==> config.mk <==
export PLATFORM = sky130hd
export DESIGN_NAME = sipo_framer
export DESIGN_NICKNAME = d
export VERILOG_FILES = /design/src/rtl/sipo_framer.sv
export SDC_FILE = /design/constraint.sdc
export NUM_CORES = 1
export LEC_CHECK = 0
export CORE_UTILIZATION = 25
export DETAILED_ROUTE_END_ITERATION = 7
export GPL_TIMING_DRIVEN = 0
export PLACE_DENSITY = 0.52
export SYNTH_ARGS = -nofsm -noshare
export SYNTH_HDL_FRONTEND = slang
export SYNTH_SLANG_ARGS = --single-unit
==> constraint.sdc <==
create_clock -name clk -period 1.8 [get_ports clk]
set_input_delay 0.18 -clock clk [delete_from_list [all_inputs] [get_ports clk]]
set_output_delay 0.18 -clock clk [all_outputs]
set_load 0.01 [all_outputs]
==> src/rtl/sipo_framer.sv <==
// Serial-in, parallel-out word assembler with frame realignment, a one-word
// holding register behind a valid/ready handshake, and a sticky overrun flag.
module sipo_framer #(
  parameter int WIDTH     = 8,
  parameter bit MSB_FIRST = 1'b1,
  parameter int CNT_W     = $clog2(WIDTH)
) (
  input  logic             clk,
  input  logic             rst_,
  input  logic             sin,
  input  logic             sin_valid,
  input  logic             frame_start,
  output logic [WIDTH-1:0] dout,
  output logic             dout_valid,
  input  logic             dout_ready,
  output logic [CNT_W-1:0] bit_cnt,
  output logic             overrun,
  input  logic             ovr_clr
);

  localparam logic [CNT_W-1:0] LAST_CNT = CNT_W'(WIDTH - 1);

  logic [WIDTH-1:0] shift_q, shift_d;
  logic [CNT_W-1:0] cnt_q, cnt_d;
  logic [WIDTH-1:0] dout_q, dout_d;
  logic             valid_q, valid_d;
  logic             ovr_q, ovr_d;

  logic [WIDTH-1:0] shifted;
  logic [WIDTH-1:0] first_bit_word;
  logic             complete;
  logic             ovr_set;

  // Shifted word including the incoming bit, and a word holding only a new first bit.
  always_comb begin
    shifted        = '0;
    first_bit_word = '0;
    if (MSB_FIRST) begin
      shifted        = {shift_q[WIDTH-2:0], sin};
      first_bit_word = {{(WIDTH-1){1'b0}}, sin};
    end else begin
      shifted        = {sin, shift_q[WIDTH-1:1]};
      first_bit_word = {sin, {(WIDTH-1){1'b0}}};
    end
  end

  always_comb begin
    shift_d  = shift_q;
    cnt_d    = cnt_q;
    dout_d   = dout_q;
    valid_d  = valid_q;
    ovr_set  = 1'b0;
    complete = 1'b0;

    if (frame_start) begin
      shift_d = sin_valid ? first_bit_word : '0;
      cnt_d   = sin_valid ? CNT_W'(1) : '0;
    end else if (sin_valid) begin
      if (cnt_q == LAST_CNT) begin
        complete = 1'b1;
        shift_d  = '0;
        cnt_d    = '0;
      end else begin
        shift_d  = shifted;
        cnt_d    = cnt_q + CNT_W'(1);
      end
    end

    // A completed word only displaces the holding register if it is empty or draining now.
    if (complete) begin
      if (!valid_q || dout_ready) begin
        dout_d  = shifted;
        valid_d = 1'b1;
      end else begin
        ovr_set = 1'b1;
      end
    end else if (valid_q && dout_ready) begin
      valid_d = 1'b0;
    end

    ovr_d = ovr_set ? 1'b1 : (ovr_clr ? 1'b0 : ovr_q);
  end

  always_ff @(posedge clk) begin
    if (rst_) begin
      shift_q <= '0;
      cnt_q   <= '0;
      dout_q  <= '0;
      valid_q <= 1'b0;
      ovr_q   <= 1'b0;
    end else begin
      shift_q <= shift_d;
      cnt_q   <= cnt_d;
      dout_q  <= dout_d;
      valid_q <= valid_d;
      ovr_q   <= ovr_d;
    end
  end

  assign dout       = dout_q;
  assign dout_valid = valid_q;
  assign bit_cnt    = cnt_q;
  assign overrun    = ovr_q;

endmodule

After elaboration in Yosys (flattened, before gate mapping) --
Cells that the tools add are included.
Storage, ports and cells: register bits after elaboration 20, input port bits 7, output and inout port bits 13, logic and storage cells 34
Cells by class: add/subtract/negate cells 1, equal/unequal tests 2, mux-type cells 18, reductions and logical operators 8
Operators by type and width (number):
- $mux 7 | 3
- $mux 1 | 12
- $mux 3 | 3
- $reduce_bool 2->1 | 3
- $reduce_and 2->1 | 2
- $add 3x1->3 const B | 1
- $eq 3x3->1 const B | 1
- $ne 2x1->1 const B | 1
- $logic_and 1x1->1 | 1
- $logic_not 1->1 | 1
- $logic_or 1x1->1 | 1

Longest topological paths before layout --
Gate-level depths: netlist of run 1.
word-level depth 6, depth in mapped cells 6, gate-level depth less buffers 5

Least setup slack after synthesis of run 1 --
Ideal clock, no wire load.
kind register -> register, from register cnt_q[0], in the netlist bit_cnt[0], to register dout_q[0], in the netlist dout[0], library setup time 0.072 ns, arrival time 1.347 ns, data required time 1.728 ns, slack 0.382 ns, stages on the path, launching flop included 7, buffers on the path 1, clock period less this slack 1.418 ns, path through dfxtp_1 > ha_1 > ha_1 > nand3b_2 > nor2b_2 > buf_6 > mux2i_1
Between the ends: longest elaborated chain between the ends 5
RTL lines:
- start, declared | RTL line 24 | logic [CNT_W-1:0] cnt_q, cnt_d;
- start signal, assigned | RTL line 93 | cnt_q <= cnt_d;
- $eq 3x3->1 | RTL line 59 | if (cnt_q == LAST_CNT) begin
- $mux 1 | RTL line 59
- $mux 1 | RTL line 58 | end else if (sin_valid) begin
- $mux 1 | RTL line 55 | if (frame_start) begin
- $reduce_and 2->1 (no source line)
- end signal, assigned | RTL line 94 | dout_q <= dout_d;
- end, declared | RTL line 25 | logic [WIDTH-1:0] dout_q, dout_d;
No other way between the ends. A chain may end at the register's enable or synchronous reset.

Final worst setup path of run 1 --
from register cnt_q[0], in the netlist bit_cnt[0], to register dout_q[3], in the netlist dout[3]
Same word-level chain as after synthesis.

==> qor.yml, run 1 <==
drive_above_1_share_pct: 8.11
synth-compound-area-share_pct: 6.89
setup_violations: 0
yosys_warnings: 0
p_per_area_nw_per_um2: 634
vias: 670
finalClockSkew_ns: 0.00428
final_nets: 122
core_um2: 3340
drc: 0
synth.distinct_cells: 19
power_frac_clock_pct: 29.7
max_freq_mhz: 637
synth.area.top_cells: "dfxtp_1, nand2b_1, mux2i_1"
synth_most_common_cell: "nand2b_1"
critPathMostFrequentCell: "ha_1"
die_height_um: 61.1
p_comb_share_pct: 7.7
cts-resized-gates: 0
cts_inserted_buffers: 3
grt_pass1_vias: 651
finalCritPeriodShare_pct: 87.2
wl_per_cell_um: 11.1
critPathCaptureType: "register"
place.gp.congestion: 0.752
synthTopCellsByCount: "nand2b_1, dfxtp_1, mux2i_1"
pre_cts_slack_ns: 0.226
cp.required_ns: 2.04
p_leak_nw: 0.370
synth_cells: 90
regArea_um2: 400
initial_core_util_pct: 26.1
async_flop_share_pct: 0
power_frac_seq_pct: 62.6
grt_pass1_wl_mm: 2.96
grt_max_degree: 11
dp_hpwl_mm: 1.24
vias_per_cell: 4.27
finalHoldViolCount: 0
crit_arrival_ns: 1.81
area_delta_synth_final_pct: 29.8
fin_crit_ns: 1.57
synth_ff_type: "dfxtp_1"
num-fill-cells: 364
grt_usage_pct: 11.0
synthMuxAreaShare_pct: 11.5
drt-pass1-iter-count: 4
min_from: "sin_valid"
ys_seq_area_share_pct: 45.9
cp_max_fo: 9
cts_max_path_buffers: 2
syn_nets: 99
fp.dieW_um: 61.1
h-tree-depth: 1
rows: 21
cts_num_sinks: 20
cp_cell_sequence: "ha_1 > ha_1 > nand3b_2 > nor2b_2 > buf_6 > mux2i_1"
swShare_pct: 22.8
insertion_delay_ns: 0.30
synth_top_area_share_pct: 45.9
yosys_register_bits: 20
r2r-start: "bit_cnt[0]"
synthAdderAreaFrac_pct: 2.87
hold_class: "in2reg"
antenna_cells: 0
synth_area_per_cell_um2: 9.69
ctsHoldBuffers: 0
drtIter0Drc: 18
synth_edf_count: 0
cap_viol_max_count: 0
p_sw_uw: 163
cts.clk_slew.worst_paths_ns: 0.11
status: "complete, no violations"
wirelength_mm: 1.74
grt_antenna_before_repair: 0
synthSimpleGateAreaFrac_pct: 28.7
crit_type: "reg2reg"
multi_input_area_um2: 435
cp_slowest_stage_delay_ns: 0.40
numPortBuffers: 18
synth_xor_area_share_pct: 0
fin_setup_tns_ns: 0
antenna_left: 0
layout_setup_ws_ns: 0.230
cts_tree: "built"
yosys.area.top_type: "dfxtp_1"
worstSetupStartpoint: "bit_cnt[0]"
grt-ovfl-total: 0
root_buffer: "clkbuf_4"
pin_count: 20
rsz0062_at_grt: "no"
postCtsSetupRepairBufs: 0
slew_viol_final: 0
p_total_uw: 718
start_kind: "register"
die-area_um2: 3730
worst_slew_pin_slew_ns: 0.448
ir_worst_vdd_mv: 0.160
synth_top_family_by_area: "simple AND/OR/NAND/NOR gates"
synthesis.area_um2: 872
cpMaxStageDelayCell: "dfxtp_1"
intPower_uw: 554
relSlewSlack_pct: 70.1
cell type report:
| cell class | instances | area share (%) |
|---|---|---|
| Clock buffer | 3 | 1.99 |
| Timing Repair Buffer | 18 | 15.9 |
| Tap cell | 46 | 5.08 |
| Multi-Input combinational cell | 63 | 38.5 |
| Sequential cell | 20 | 35.4 |
| Buffer | 6 | 2.87 |
| Inverter | 1 | 0.331 |
worst paths after layout:
kind / to / slack [ns] / cells past startpoint
setup / recovery: dout[3] / 0.23 / 6
hold / removal: shift_q[5] / 0.25 / 3
setup reg to reg: dout[3] / 0.23 / 6
hold reg to reg: dout[6] / 0.48 / 2
power groups by stage:
stage | combinational [mW] | clock, mW | sequential (mW)
after floorplan | 0.0293 | 0 | 0.460
after global placement | 0.0546 | 0 | 0.459
after detailed placement | 0.0555 | 0 | 0.459
after CTS | 0.0558 | 0.223 | 0.450
after global routing | 0.0598 | 0.239 | 0.450
final | 0.0550 | 0.213 | 0.449
registers in the layout (all words and copies together) (netlist names):
name        count
shift_q         7
dout_valid      1
bit_cnt         3
dout            8
overrun         1
metal layers:
layer | global-route usage (%) | part of all wire [%]
met2 | 17.4 | 47
met5 | 0 | 0
met4 | 5.84 | 1.2
met1 | 14.5 | 49
met3 | 1.89 | 2.9
cells by family (layout without fill, tap and decap cells):
family / count (synthesis) / count (layout)
AO/OA/AOI/OAI: 11 / 11
AND/OR/NAND/NOR: 40 / 40
flip-flops: 20 / 20
multiplexers: 10 / 10
adder cells (fa/ha/maj): 2 / 2
buffers and inverters: 7 / 28
per-stage QoR:
| step | instance area (um^2) | instances | hold slack [ns] | util [%] |
|---|---|---|---|---|
| 6_report | 1130 | 157 | 0.250 | 33.9 |
| 5_1_grt | 1130 | 157 | 0.263 | 33.9 |
| 4_1_cts | 1130 | 157 | 0.253 | 33.9 |
| 3_5_place_dp | 1110 | 154 | 0.460 | 33.3 |
| 3_3_place_gp | 1110 | 154 | 0.457 | 33.3 |
| 2_1_floorplan | 872 | 90 | 0.335 | - |
placed cells by master, fill, tap and decap left out:
cell type and instances:
nand2_1 1, clkbuf_1 3, nor2_1 5, nand3b_1 6
o22ai_1 1, clkbuf_4 3, inv_1 1, dfxtp_1 20
a21oi_1 8, mux2i_1 10, nor2b_2 1, clkdlybuf4s50_1 18
buf_2 2, nand2b_1 24, nor2b_1 1, nand3b_2 1
o21ai_0 1, or2_2 1, buf_6 1, a32oi_1 1
ha_1 2
worst max-delay path, delay by kind of cell, from the launching register on:
| family | cells | cell delay (ns) |
|---|---|---|
| fa+ha+maj | 2 | 0.47 |
| flops | 1 | 0.40 |
| simple gates | 2 | 0.29 |
| mux | 1 | 0.19 |
| buf+inv | 1 | 0.16 |
Note: power is estimated with default switching activity, not from simulation.
==> run 2, diff against run 1 <==
--- a/config.mk
+++ b/config.mk
@@ -5,10 +5,11 @@
 export SDC_FILE = /design/constraint.sdc
 export NUM_CORES = 1
 export LEC_CHECK = 0
-export CORE_UTILIZATION = 25
+export CORE_UTILIZATION = 46
 export DETAILED_ROUTE_END_ITERATION = 7
 export GPL_TIMING_DRIVEN = 0
-export PLACE_DENSITY = 0.52
+export PLACE_DENSITY = 0.8
+export SKIP_CTS_REPAIR_TIMING = 1
 export SYNTH_ARGS = -nofsm -noshare
 export SYNTH_HDL_FRONTEND = slang
 export SYNTH_SLANG_ARGS = --single-unit
==> constraint.sdc (replaced) <==
create_clock -name clk -period 1.7 [get_ports clk]
set_input_delay 0.17 -clock clk [delete_from_list [all_inputs] [get_ports clk]]
set_output_delay 0.17 -clock clk [all_outputs]
set_load 0.01 [all_outputs]
==> run 2 against run 1 <==
Worst setup slack got worse by 0.11 ns. Non-clock buffer count unchanged. Die area decreased by 44%. Maximum frequency decreased by 0.64%. Critical path type unchanged. Largest cell class unchanged.
==> qor.yml, run 2 (synthesis gave the netlist of run 1 again) <==
cp.required_ns: 1.93  # -0.11 ns
place.gp.congestion: 0.758  # +0.73%
slew_viol_final: 0  # unchanged
cp_slowest_stage_delay_ns: 0.39  # about the same
vias: 666  # -0.60%
relSlewSlack_pct: 73.8  # +3.6 points
cts.clk_slew.worst_paths_ns: 0.11  # about the same
initial_core_util_pct: 50.0  # +24 points
p_per_area_nw_per_um2: 720  # +14%
cts_num_sinks: 20  # unchanged
layout_commonest_cell: "nand2b_1"
p_leak_nw: 0.377  # +1.9%
dp_hpwl_mm: 1.11  # -10%
fp.dieW_um: 45.5  # -25%
setup_violations: 0  # unchanged
cp_max_fo: 9  # unchanged
cp_cell_sequence: "ha_1 > ha_1 > nand3b_2 > nor2b_2 > buf_6 > mux2i_1"
drive_above_1_share_pct: 8.93  # +0.82 points
rsz0062_at_grt: "no"
grt_pass1_wl_mm: 2.44  # -18%
cts_tree: "built"
pin_count: 20  # unchanged
power_frac_seq_pct: 59.0  # -3.6 points
cap_viol_max_count: 0  # unchanged
cts_inserted_buffers: 3  # unchanged
cp_top_family: "adder cells"
fin_crit_ns: 1.58  # +0.0101 ns
p_comb_share_pct: 7.0  # -0.7 points
stdcell_count: 137  # -13%
largest_reg_flops: 8  # unchanged
layout_common_cells: "nand2b_1, dfxtp_1, clkdlybuf4s50_1, mux2i_1, a21oi_1"
cpMaxStageDelayCell: "dfxtp_1"
dp.cells: 133  # -14%
crit_arrival_ns: 1.81  # about the same
drc: 0  # unchanged
insertion_delay_ns: 0.30  # about the same
worst_slew_pin_slew_ns: 0.394  # -0.0545 ns
area_delta_synth_final_pct: 28.4
die_height_um: 45.5  # -25%
place_area_um2: 1080  # -2.4%
p_total_uw: 807  # +12%
root_buffer: "clkbuf_4"
num-fill-cells: 150  # -59%
fin_setup_tns_ns: 0  # unchanged
wl_per_cell_um: 11.0  # -1.1%
rows: 15  # -29%
max_freq_mhz: 633  # -0.64%
drtIter0Drc: 9  # -9
finalClockSkew_ns: 0.00756  # +0.00328 ns
grt_pass1_vias: 567  # -13%
cts_max_path_buffers: 2  # unchanged
p_sw_uw: 172  # +5.2%
grt_max_degree: 12  # +1
ff2ff_setup_slack_ns: 0.12  # -0.11 ns
critPathCaptureType: "register"
swShare_pct: 21.3  # -1.5 points
power_frac_clock_pct: 34.1  # +4.4 points
antenna_cells: 0  # unchanged
grt_antenna_before_repair: 0  # unchanged
final_nets: 122  # unchanged
grt-ovfl-total: 0  # unchanged
final_area_um2: 1120  # -1.1%
core_um2: 1750  # -48%
ir_worst_vdd_mv: 0.420  # +160%
start_kind: "register"
regArea_um2: 400  # unchanged
intPower_uw: 635  # +15%
worst-path-buf-inv: 1  # unchanged
drt-pass1-iter-count: 4  # unchanged
status: "complete, no violations"
die-area_um2: 2070  # -44%
multi_input_area_um2: 435  # unchanged
finalCritPeriodShare_pct: 93.0  # +5.7 points
finalHoldViolCount: 0  # unchanged
critPathMostFrequentCell: "ha_1"
hold_class: "in2reg"
grt_usage_pct: 16.6  # +5.6 points
h-tree-depth: 1  # unchanged
crit_type: "reg2reg"
antenna_left: 0  # unchanged
numPortBuffers: 18  # unchanged
vias_per_cell: 4.86  # +14%
wirelength_mm: 1.51  # -14%
-- run 2: power by group through the flow --
stage               clock, mW  sequential, mW  combinational [mW]
finish                  0.275           0.476              0.0562
global route            0.308           0.477              0.0613
CTS                     0.286           0.476              0.0564
floorplan                   0           0.487              0.0311
global placement            0           0.486              0.0544
detailed placement          0           0.486              0.0561
-- run 2: layout make-up --
type / instances / share of cell area (%)
Tap cell: 25 / 2.79
Multi-Input combinational cell: 63 / 38.9
Clock buffer: 4 / 3.24
Timing Repair Buffer: 18 / 16.1
Inverter: 1 / 0.335
Buffer: 6 / 2.91
Sequential cell: 20 / 35.8
-- run 2: through the flow --
| stage | hold WS [ns] | setup WS (ns) | utilization [%] |
|---|---|---|---|
| CTS | 0.226 | 0.101 | 64.2 |
| finish | 0.233 | 0.120 | 64.2 |
| detailed placement | 0.460 | 0.129 | 62.1 |
| global placement | 0.457 | 0.189 | 62.1 |
| global route | 0.239 | 0.0196 | 64.2 |
| floorplan | 0.325 | 0.282 | - |
-- run 2: final timing paths --
path | start | to | depth (start not counted)
worst max-delay path | bit_cnt[0] | dout[5] | 6
worst max register to register | bit_cnt[0] | dout[5] | 6
worst min-delay path | sin_valid | dout_valid | 3
worst min register to register | shift_q[6] | shift_q[6] | 2
-- run 2: layer usage --
layer | global-route usage (%) | up-vias | part of all wire (%)
met5 | 0 | - | 0
met4 | 10.9 | 0 | 2.6
met3 | 3.57 | 5 | 3.9
met2 | 23.4 | 18 | 44
met1 | 22.5 | 299 | 50
li1 | - | 344 | -
-- run 2: tightest hold or removal path, stage by stage --
cell and delay, ns:
buf_2 0.15, nand3b_2 0.12, a21oi_1 0.06
==> run 3, diff against run 2 <==
--- a/config.mk
+++ b/config.mk
@@ -13,3 +13,4 @@
 export SYNTH_ARGS = -nofsm -noshare
 export SYNTH_HDL_FRONTEND = slang
 export SYNTH_SLANG_ARGS = --single-unit
+export TNS_END_PERCENT = 50
==> results of run 3 <==
Final layout, timing and power as in run 2 (identical DEF).
